===== src/rtl/interboard_msg_sender_if.sv =====
// Push-side handshake and parallel interboard bus of the Bingo link transmitter.
// The sender uses the master view; the game FSM / receiver side uses the slave view.
interface interboard_msg_sender_if;
    logic       send_req;
    logic [2:0] send_type;
    logic [4:0] send_number;
    logic       send_ready;
    logic       drop_err;
    logic       busy;
    logic       interboard_en;
    logic [2:0] interboard_msg_type;
    logic [4:0] interboard_number;

    modport master (
        input  send_req, send_type, send_number,
        output send_ready, drop_err, busy,
        output interboard_en, interboard_msg_type, interboard_number
    );

    modport slave (
        output send_req, send_type, send_number,
        input  send_ready, drop_err, busy,
        input  interboard_en, interboard_msg_type, interboard_number
    );
endinterface


===== src/rtl/interboard_msg_sender.sv =====
// Queues {type, number} messages in a 4-deep FIFO and frames each one onto the
// interboard bus as setup / one-cycle strobe / hold, sized for the receiver's delayed enable.
module interboard_msg_sender #(
    parameter int SETUP_CYCLES = 2,
    parameter int HOLD_CYCLES  = 6,
    parameter int FIFO_DEPTH   = 4
) (
    input  logic clk,
    input  logic rst_n,
    input  logic interboard_rst,
    interboard_msg_sender_if.master link
);

    typedef enum logic [1:0] {
        IDLE,
        SETUP,
        STROBE,
        HOLD
    } state_t;

    localparam logic [3:0] SETUP_LOAD = 4'(SETUP_CYCLES - 1);
    localparam logic [3:0] HOLD_LOAD  = 4'(HOLD_CYCLES - 1);
    localparam logic [2:0] FULL_COUNT = 3'(FIFO_DEPTH);

    state_t     state_q, state_d;
    logic [3:0] cnt_q, cnt_d;
    logic [7:0] mem_q [FIFO_DEPTH];
    logic [1:0] wrPtr_q, rdPtr_q;
    logic [2:0] count_q, count_d;
    logic [2:0] type_q, type_d;
    logic [4:0] num_q, num_d;
    logic       en_q, en_d;
    logic       drop_q, drop_d;

    logic full;
    logic push;
    logic pop;

    // Fullness is judged on the registered count, so a same-cycle pop never rescues a push.
    assign full = (count_q == FULL_COUNT);
    assign push = link.send_req && !full;
    assign pop  = (state_q == IDLE) && (count_q != 3'd0);

    always_comb begin
        state_d = state_q;
        cnt_d   = cnt_q;
        type_d  = type_q;
        num_d   = num_q;
        count_d = count_q;
        en_d    = 1'b0;
        drop_d  = 1'b0;

        if (interboard_rst) begin
            state_d = IDLE;
            cnt_d   = 4'd0;
            type_d  = 3'd0;
            num_d   = 5'd0;
            count_d = 3'd0;
        end else begin
            drop_d  = link.send_req && full;
            count_d = count_q + 3'(push) - 3'(pop);
            unique case (state_q)
                IDLE: begin
                    if (pop) begin
                        {type_d, num_d} = mem_q[rdPtr_q];
                        cnt_d           = SETUP_LOAD;
                        state_d         = SETUP;
                    end
                end
                SETUP: begin
                    if (cnt_q == 4'd0) state_d = STROBE;
                    else               cnt_d   = cnt_q - 4'd1;
                end
                STROBE: begin
                    cnt_d   = HOLD_LOAD;
                    state_d = HOLD;
                end
                HOLD: begin
                    if (cnt_q == 4'd0) state_d = IDLE;
                    else               cnt_d   = cnt_q - 4'd1;
                end
                default: state_d = IDLE;
            endcase
            en_d = (state_d == STROBE);
        end
    end

    always_ff @(posedge clk or negedge rst_n) begin
        if (!rst_n) begin
            state_q <= IDLE;
            cnt_q   <= 4'd0;
            count_q <= 3'd0;
            type_q  <= 3'd0;
            num_q   <= 5'd0;
            en_q    <= 1'b0;
            drop_q  <= 1'b0;
        end else begin
            state_q <= state_d;
            cnt_q   <= cnt_d;
            count_q <= count_d;
            type_q  <= type_d;
            num_q   <= num_d;
            en_q    <= en_d;
            drop_q  <= drop_d;
        end
    end

    // Storage and pointers; a link restart empties the queue by rewinding both pointers.
    always_ff @(posedge clk or negedge rst_n) begin
        if (!rst_n) begin
            wrPtr_q <= 2'd0;
            rdPtr_q <= 2'd0;
            for (int i = 0; i < FIFO_DEPTH; i++) begin
                mem_q[i] <= 8'd0;
            end
        end else if (interboard_rst) begin
            wrPtr_q <= 2'd0;
            rdPtr_q <= 2'd0;
        end else begin
            if (push) begin
                mem_q[wrPtr_q] <= {link.send_type, link.send_number};
                wrPtr_q        <= wrPtr_q + 2'd1;
            end
            if (pop) begin
                rdPtr_q <= rdPtr_q + 2'd1;
            end
        end
    end

    assign link.send_ready          = !full;
    assign link.drop_err            = drop_q;
    assign link.busy                = (state_q != IDLE) || (count_q != 3'd0);
    assign link.interboard_en       = en_q;
    assign link.interboard_msg_type = type_q;
    assign link.interboard_number   = num_q;

endmodule


===== src/flat_wrapper.sv =====
// flat-port wrapper written by rule: the top's interface ports become plain ports
module interboard_msg_sender_flat 
#(
    parameter int SETUP_CYCLES = 2,
    parameter int HOLD_CYCLES  = 6,
    parameter int FIFO_DEPTH   = 4
)
  (clk, rst_n, interboard_rst, link_send_req, link_send_type, link_send_number, link_send_ready, link_drop_err, link_busy, link_interboard_en, link_interboard_msg_type, link_interboard_number);
  interboard_msg_sender_if link_i ();
  input  logic clk;
  input  logic rst_n;
  input  logic interboard_rst;
  input wire logic [$bits(link_i.send_req)-1:0] link_send_req;
  input wire logic [$bits(link_i.send_type)-1:0] link_send_type;
  input wire logic [$bits(link_i.send_number)-1:0] link_send_number;
  output wire logic [$bits(link_i.send_ready)-1:0] link_send_ready;
  output wire logic [$bits(link_i.drop_err)-1:0] link_drop_err;
  output wire logic [$bits(link_i.busy)-1:0] link_busy;
  output wire logic [$bits(link_i.interboard_en)-1:0] link_interboard_en;
  output wire logic [$bits(link_i.interboard_msg_type)-1:0] link_interboard_msg_type;
  output wire logic [$bits(link_i.interboard_number)-1:0] link_interboard_number;
  assign link_i.send_req = link_send_req;
  assign link_i.send_type = link_send_type;
  assign link_i.send_number = link_send_number;
  assign link_send_ready = link_i.send_ready;
  assign link_drop_err = link_i.drop_err;
  assign link_busy = link_i.busy;
  assign link_interboard_en = link_i.interboard_en;
  assign link_interboard_msg_type = link_i.interboard_msg_type;
  assign link_interboard_number = link_i.interboard_number;
  interboard_msg_sender #(.SETUP_CYCLES(SETUP_CYCLES), .HOLD_CYCLES(HOLD_CYCLES), .FIFO_DEPTH(FIFO_DEPTH)) u_core (.clk(clk), .rst_n(rst_n), .interboard_rst(interboard_rst), .link(link_i));
endmodule

===== config.mk =====
export PLATFORM = sky130hd
export DESIGN_NAME = interboard_msg_sender_flat
export DESIGN_NICKNAME = d
export VERILOG_FILES = /design/src/rtl/interboard_msg_sender_if.sv /design/src/rtl/interboard_msg_sender.sv /design/src/flat_wrapper.sv
export SDC_FILE = /design/constraint.sdc
export NUM_CORES = 1
export LEC_CHECK = 0
export BUFFER_PORTS_ARGS = -buffer_cell sky130_fd_sc_hd__buf_2
export CORE_MARGIN = 3
export CORE_UTILIZATION = 53
export DETAILED_ROUTE_END_ITERATION = 7
export GPL_TIMING_DRIVEN = 1
export MAX_ROUTING_LAYER = met4
export PLACE_DENSITY_LB_ADDON = 0.08
export SLEW_MARGIN = 20
export SYNTH_ARGS = -nofsm -noshare
export SYNTH_HDL_FRONTEND = slang
export SYNTH_SLANG_ARGS = --single-unit

===== constraint.sdc =====
create_clock -name clk -period 2.7 [get_ports clk]
set_input_delay 0.27 -clock clk [delete_from_list [all_inputs] [get_ports clk]]
set_output_delay 0.27 -clock clk [all_outputs]
set_load 0.03 [all_outputs]

==> results.sh <==
export IMPL_grt_max_degree=30
export IMPL_place_area_sq_mm=0.00279
export IMPL_clkLatencyLatePin_ns=0.31
export IMPL_start_kind="flip-flop"
export IMPL_fmax_mhz=407
export IMPL_htree_levels=2
export IMPL_antenna_cells=0
export IMPL_synthArstFlopShare_pct=100
export IMPL_fin_crit_sh_pct=91.0
export IMPL_area_delta_synth_final_pct=11.9
export IMPL_synth_top_family_by_area="multiplexers"
export IMPL_worstPathArrival_ns=2.65
export IMPL_overflow=0
export IMPL_fin_worst_skew_ns=0.0131
export IMPL_gp_congestion=0.769
export IMPL_p_per_area_mw_per_mm2=1160
export IMPL_total_leakage_power_uw=0.00141
export IMPL_finalNonFillerCells=291
export IMPL_end_kind="flip-flop"
export IMPL_syn_num_nets=218
export IMPL_final_layout_size_suffix_gt1_share_pct=39.4
export IMPL_io_pins=24
export IMPL_design_die_area_sq_mm=0.00582
export IMPL_swShare_pct=36.3
export IMPL_antenna_found_initial=0
export IMPL_synth_compound_area_share_pct=3.63
export IMPL_worst_path_max_fanout=10
export IMPL_synth_commonest_cells="55 x dfrtp_1, 20 x nand2_1, 17 x mux2_2"
export IMPL_dp_hpwl_um=3550
export IMPL_hp_start="link_send_number[2]"
export IMPL_core_sq_mm=0.00456
export IMPL_routed_wl_um=4960
export IMPL_slew_violations=0
export IMPL_r2r_start="u_core.count_q[0]"
export IMPL_critPathKind="flip-flop to flip-flop"
export IMPL_wl_per_cell_um=17.0
export IMPL_tritoncts="yes"
export IMPL_synth_cell_type_count=35
export IMPL_dp_cells=281
export IMPL_rows=24
export IMPL_p_seq_share_pct=41.8
export IMPL_synth_fa_ha_area_share_pct=4.59
export IMPL_synth_simple_area_share_pct=10.3
export IMPL_hp_class="input port to flip-flop"
export IMPL_ys_warn_count=0
export IMPL_synth_edf_count=0
export IMPL_setup_violations=0
export IMPL_fillers=366
export IMPL_power_switching_uw=1230
export IMPL_hold_viol=0
export IMPL_io_buffers=23
export IMPL_yosysSeqAreaShare_pct=52.6
export IMPL_grt_pass1_wl_um=8320
export IMPL_grt_usage_pct=18.9
export IMPL_status="finished, final reports clean"
export IMPL_synth_xor_area_share_pct=2.01
export IMPL_firstDrtPassIters=4
export IMPL_irDropWorstVdd_mv=0.507
export IMPL_drc=0
export IMPL_nNetsFinal=246
export IMPL_maxCapViolCount=0
export IMPL_syn_area_sq_mm=0.00262
export IMPL_ff2ff_path_depth=11
export IMPL_synth_top_area_share_pct=52.6
export IMPL_required_ns=2.90
export IMPL_finalSetupTns_ns=0
export IMPL_die_w_um=76.3
export IMPL_yosysMostFrequentCell="dfrtp_1"
export IMPL_fin_area_sq_mm=0.00293
export IMPL_synth_area_leaders="dfrtp_1 53%, mux2_4 9.2%, mux2_2 7.3%"
export IMPL_avgSynthCellArea_sq_um=13.3
export IMPL_cts_reportedPaths_clkPinSlew_ns=0.10
export IMPL_drt_iter0_markers=49
export IMPL_startpoint="u_core.count_q[0]"
export IMPL_via_count=1571
export IMPL_clock_sinks=55
export IMPL_initial_core_util_pct=57.3
export IMPL_cts_buffers_inserted=5
export IMPL_clock_root_buffer="clkbuf_8"
export IMPL_period_needed_ns=2.46
export IMPL_slew_headroom_pct=56.9
export IMPL_synth_ff_type="dfrtp_1"
export IMPL_via_per_inst=5.40
export IMPL_clockBufferDepth=2
export IMPL_hold_depth=2
export IMPL_postRouteAntennaNets=0
export IMPL_combPwrFrac_pct=42.1
export IMPL_grt_pass1_vias=1690
export IMPL_rsz0062_at_grt="no"
export IMPL_die_h_um=76.3
export IMPL_clkPwrFrac_pct=16.1
export IMPL_p_int_uw=2150
export IMPL_synthMuxAreaShare_pct=23.4
export IMPL_worstMarginPinSlew_ns=0.646
export IMPL_ys_ff_latch=55
export IMPL_syn_inst=197
export IMPL_synth_top_cell_by_area="dfrtp_1"
[cells in the final DEF (no fill, tap or decap), drive strengths merged, types with 3 or more instances in the layout]
master  Yosys  routed
nor2       12      12
xor2        3       3
inv        11      11
nand2      23      23
mux4        8       8
dfrtp      55      55
and3        3       3
a21oi      11      11
ha          8       8
o21ai       3       3
buf         5      27
mux2       33      33
clkbuf      2       5
xnor2       3       3
[worst paths after layout]
path / endpoint / slack, ns
max: u_core.count_q[2] / 0.24
min: u_core.mem_q[10] / 0.23
max reg2reg: u_core.count_q[2] / 0.24
min reg2reg: u_core.link.interboard_en / 0.50
max in group asynchronous: u_core.mem_q[21] / 1.53
min in group asynchronous: u_core.cnt_q[2] / 0.51
[per-stage QoR]
stage	total power [uW]	utilization (%)	hold slack, ns	setup slack [ns]
final	3380	64.1	0.230	0.242
after global placement	2730	61.0	0.316	0.197
after global routing	3610	64.1	0.228	0.0542
after floorplan	2460	-	-0.0256	0.179
after detailed placement	2820	61.0	0.335	0.0731
after CTS	3380	63.7	0.219	0.0644
[metal layers]
layer	routed length [um]	GRT usage (%)	vias up
met1	2130	22.6	800
met3	179	4.37	9
li1	-	-	726
met2	2550	31.5	36
met4	86	6.88	0
met5	0	-	-
[flip-flops by register name, indices dropped and copies added, names as in the netlist]
signal,count
u_core.wrPtr_q,2
u_core.link.drop_err,1
u_core.mem_q,32
u_core.rdPtr_q,2
u_core.link.interboard_number,5
u_core.count_q,3
u_core.state_q,2
u_core.link.interboard_msg_type,3
u_core.cnt_q,4
u_core.link.interboard_en,1
[critical path: stages, from the launching register on]
cell and delay (ns):
dfrtp_1 0.41, or3_4 0.41, nand2_2 0.08, inv_2 0.09
ha_1 0.28, inv_1 0.06, ha_1 0.13, inv_1 0.05
fa_1 0.46, xor2_2 0.17, xnor2_1 0.14, nor2_1 0.05
[power by group through the flow]
stage | combinational (uW) | sequential [uW] | clock (uW)
final | 1420 | 1410 | 545
after floorplan | 1020 | 1440 | 0
after global placement | 1340 | 1390 | 0
after global routing | 1560 | 1460 | 591
after CTS | 1410 | 1420 | 556
after detailed placement | 1400 | 1430 | 0
[cell families (layout without fill, tap and decap cells)]
logic type / count (synthesis) / after routing
AO/OA/AOI/OAI: 17 / 17
XOR/XNOR: 6 / 6
adder cells (fa/ha/maj): 9 / 9
buffers and inverters: 18 / 47
flip-flops: 55 / 55
multiplexers: 41 / 41
AND/OR/NAND/NOR: 51 / 51
[cell type report]
type	instances	area (sq um)	share of cell area, %
Clock inverter	3	43.8	1.50
Clock buffer	5	68.8	2.35
Inverter	11	41.3	1.41
Sequential cell	55	1380	47.0
Multi-Input combinational cell	124	1160	39.6
Timing Repair Buffer	28	155	5.30
Tap cell	65	81.3	2.78
[what timing repair did]
action,CTS,global route
resized for setup,0,2
hold buffers,1,0
buffers inserted,0,1
hold endpoints to repair,21,0
setup endpoints to repair,0,1
No activity file was read; power rests on OpenSTA's default activity.
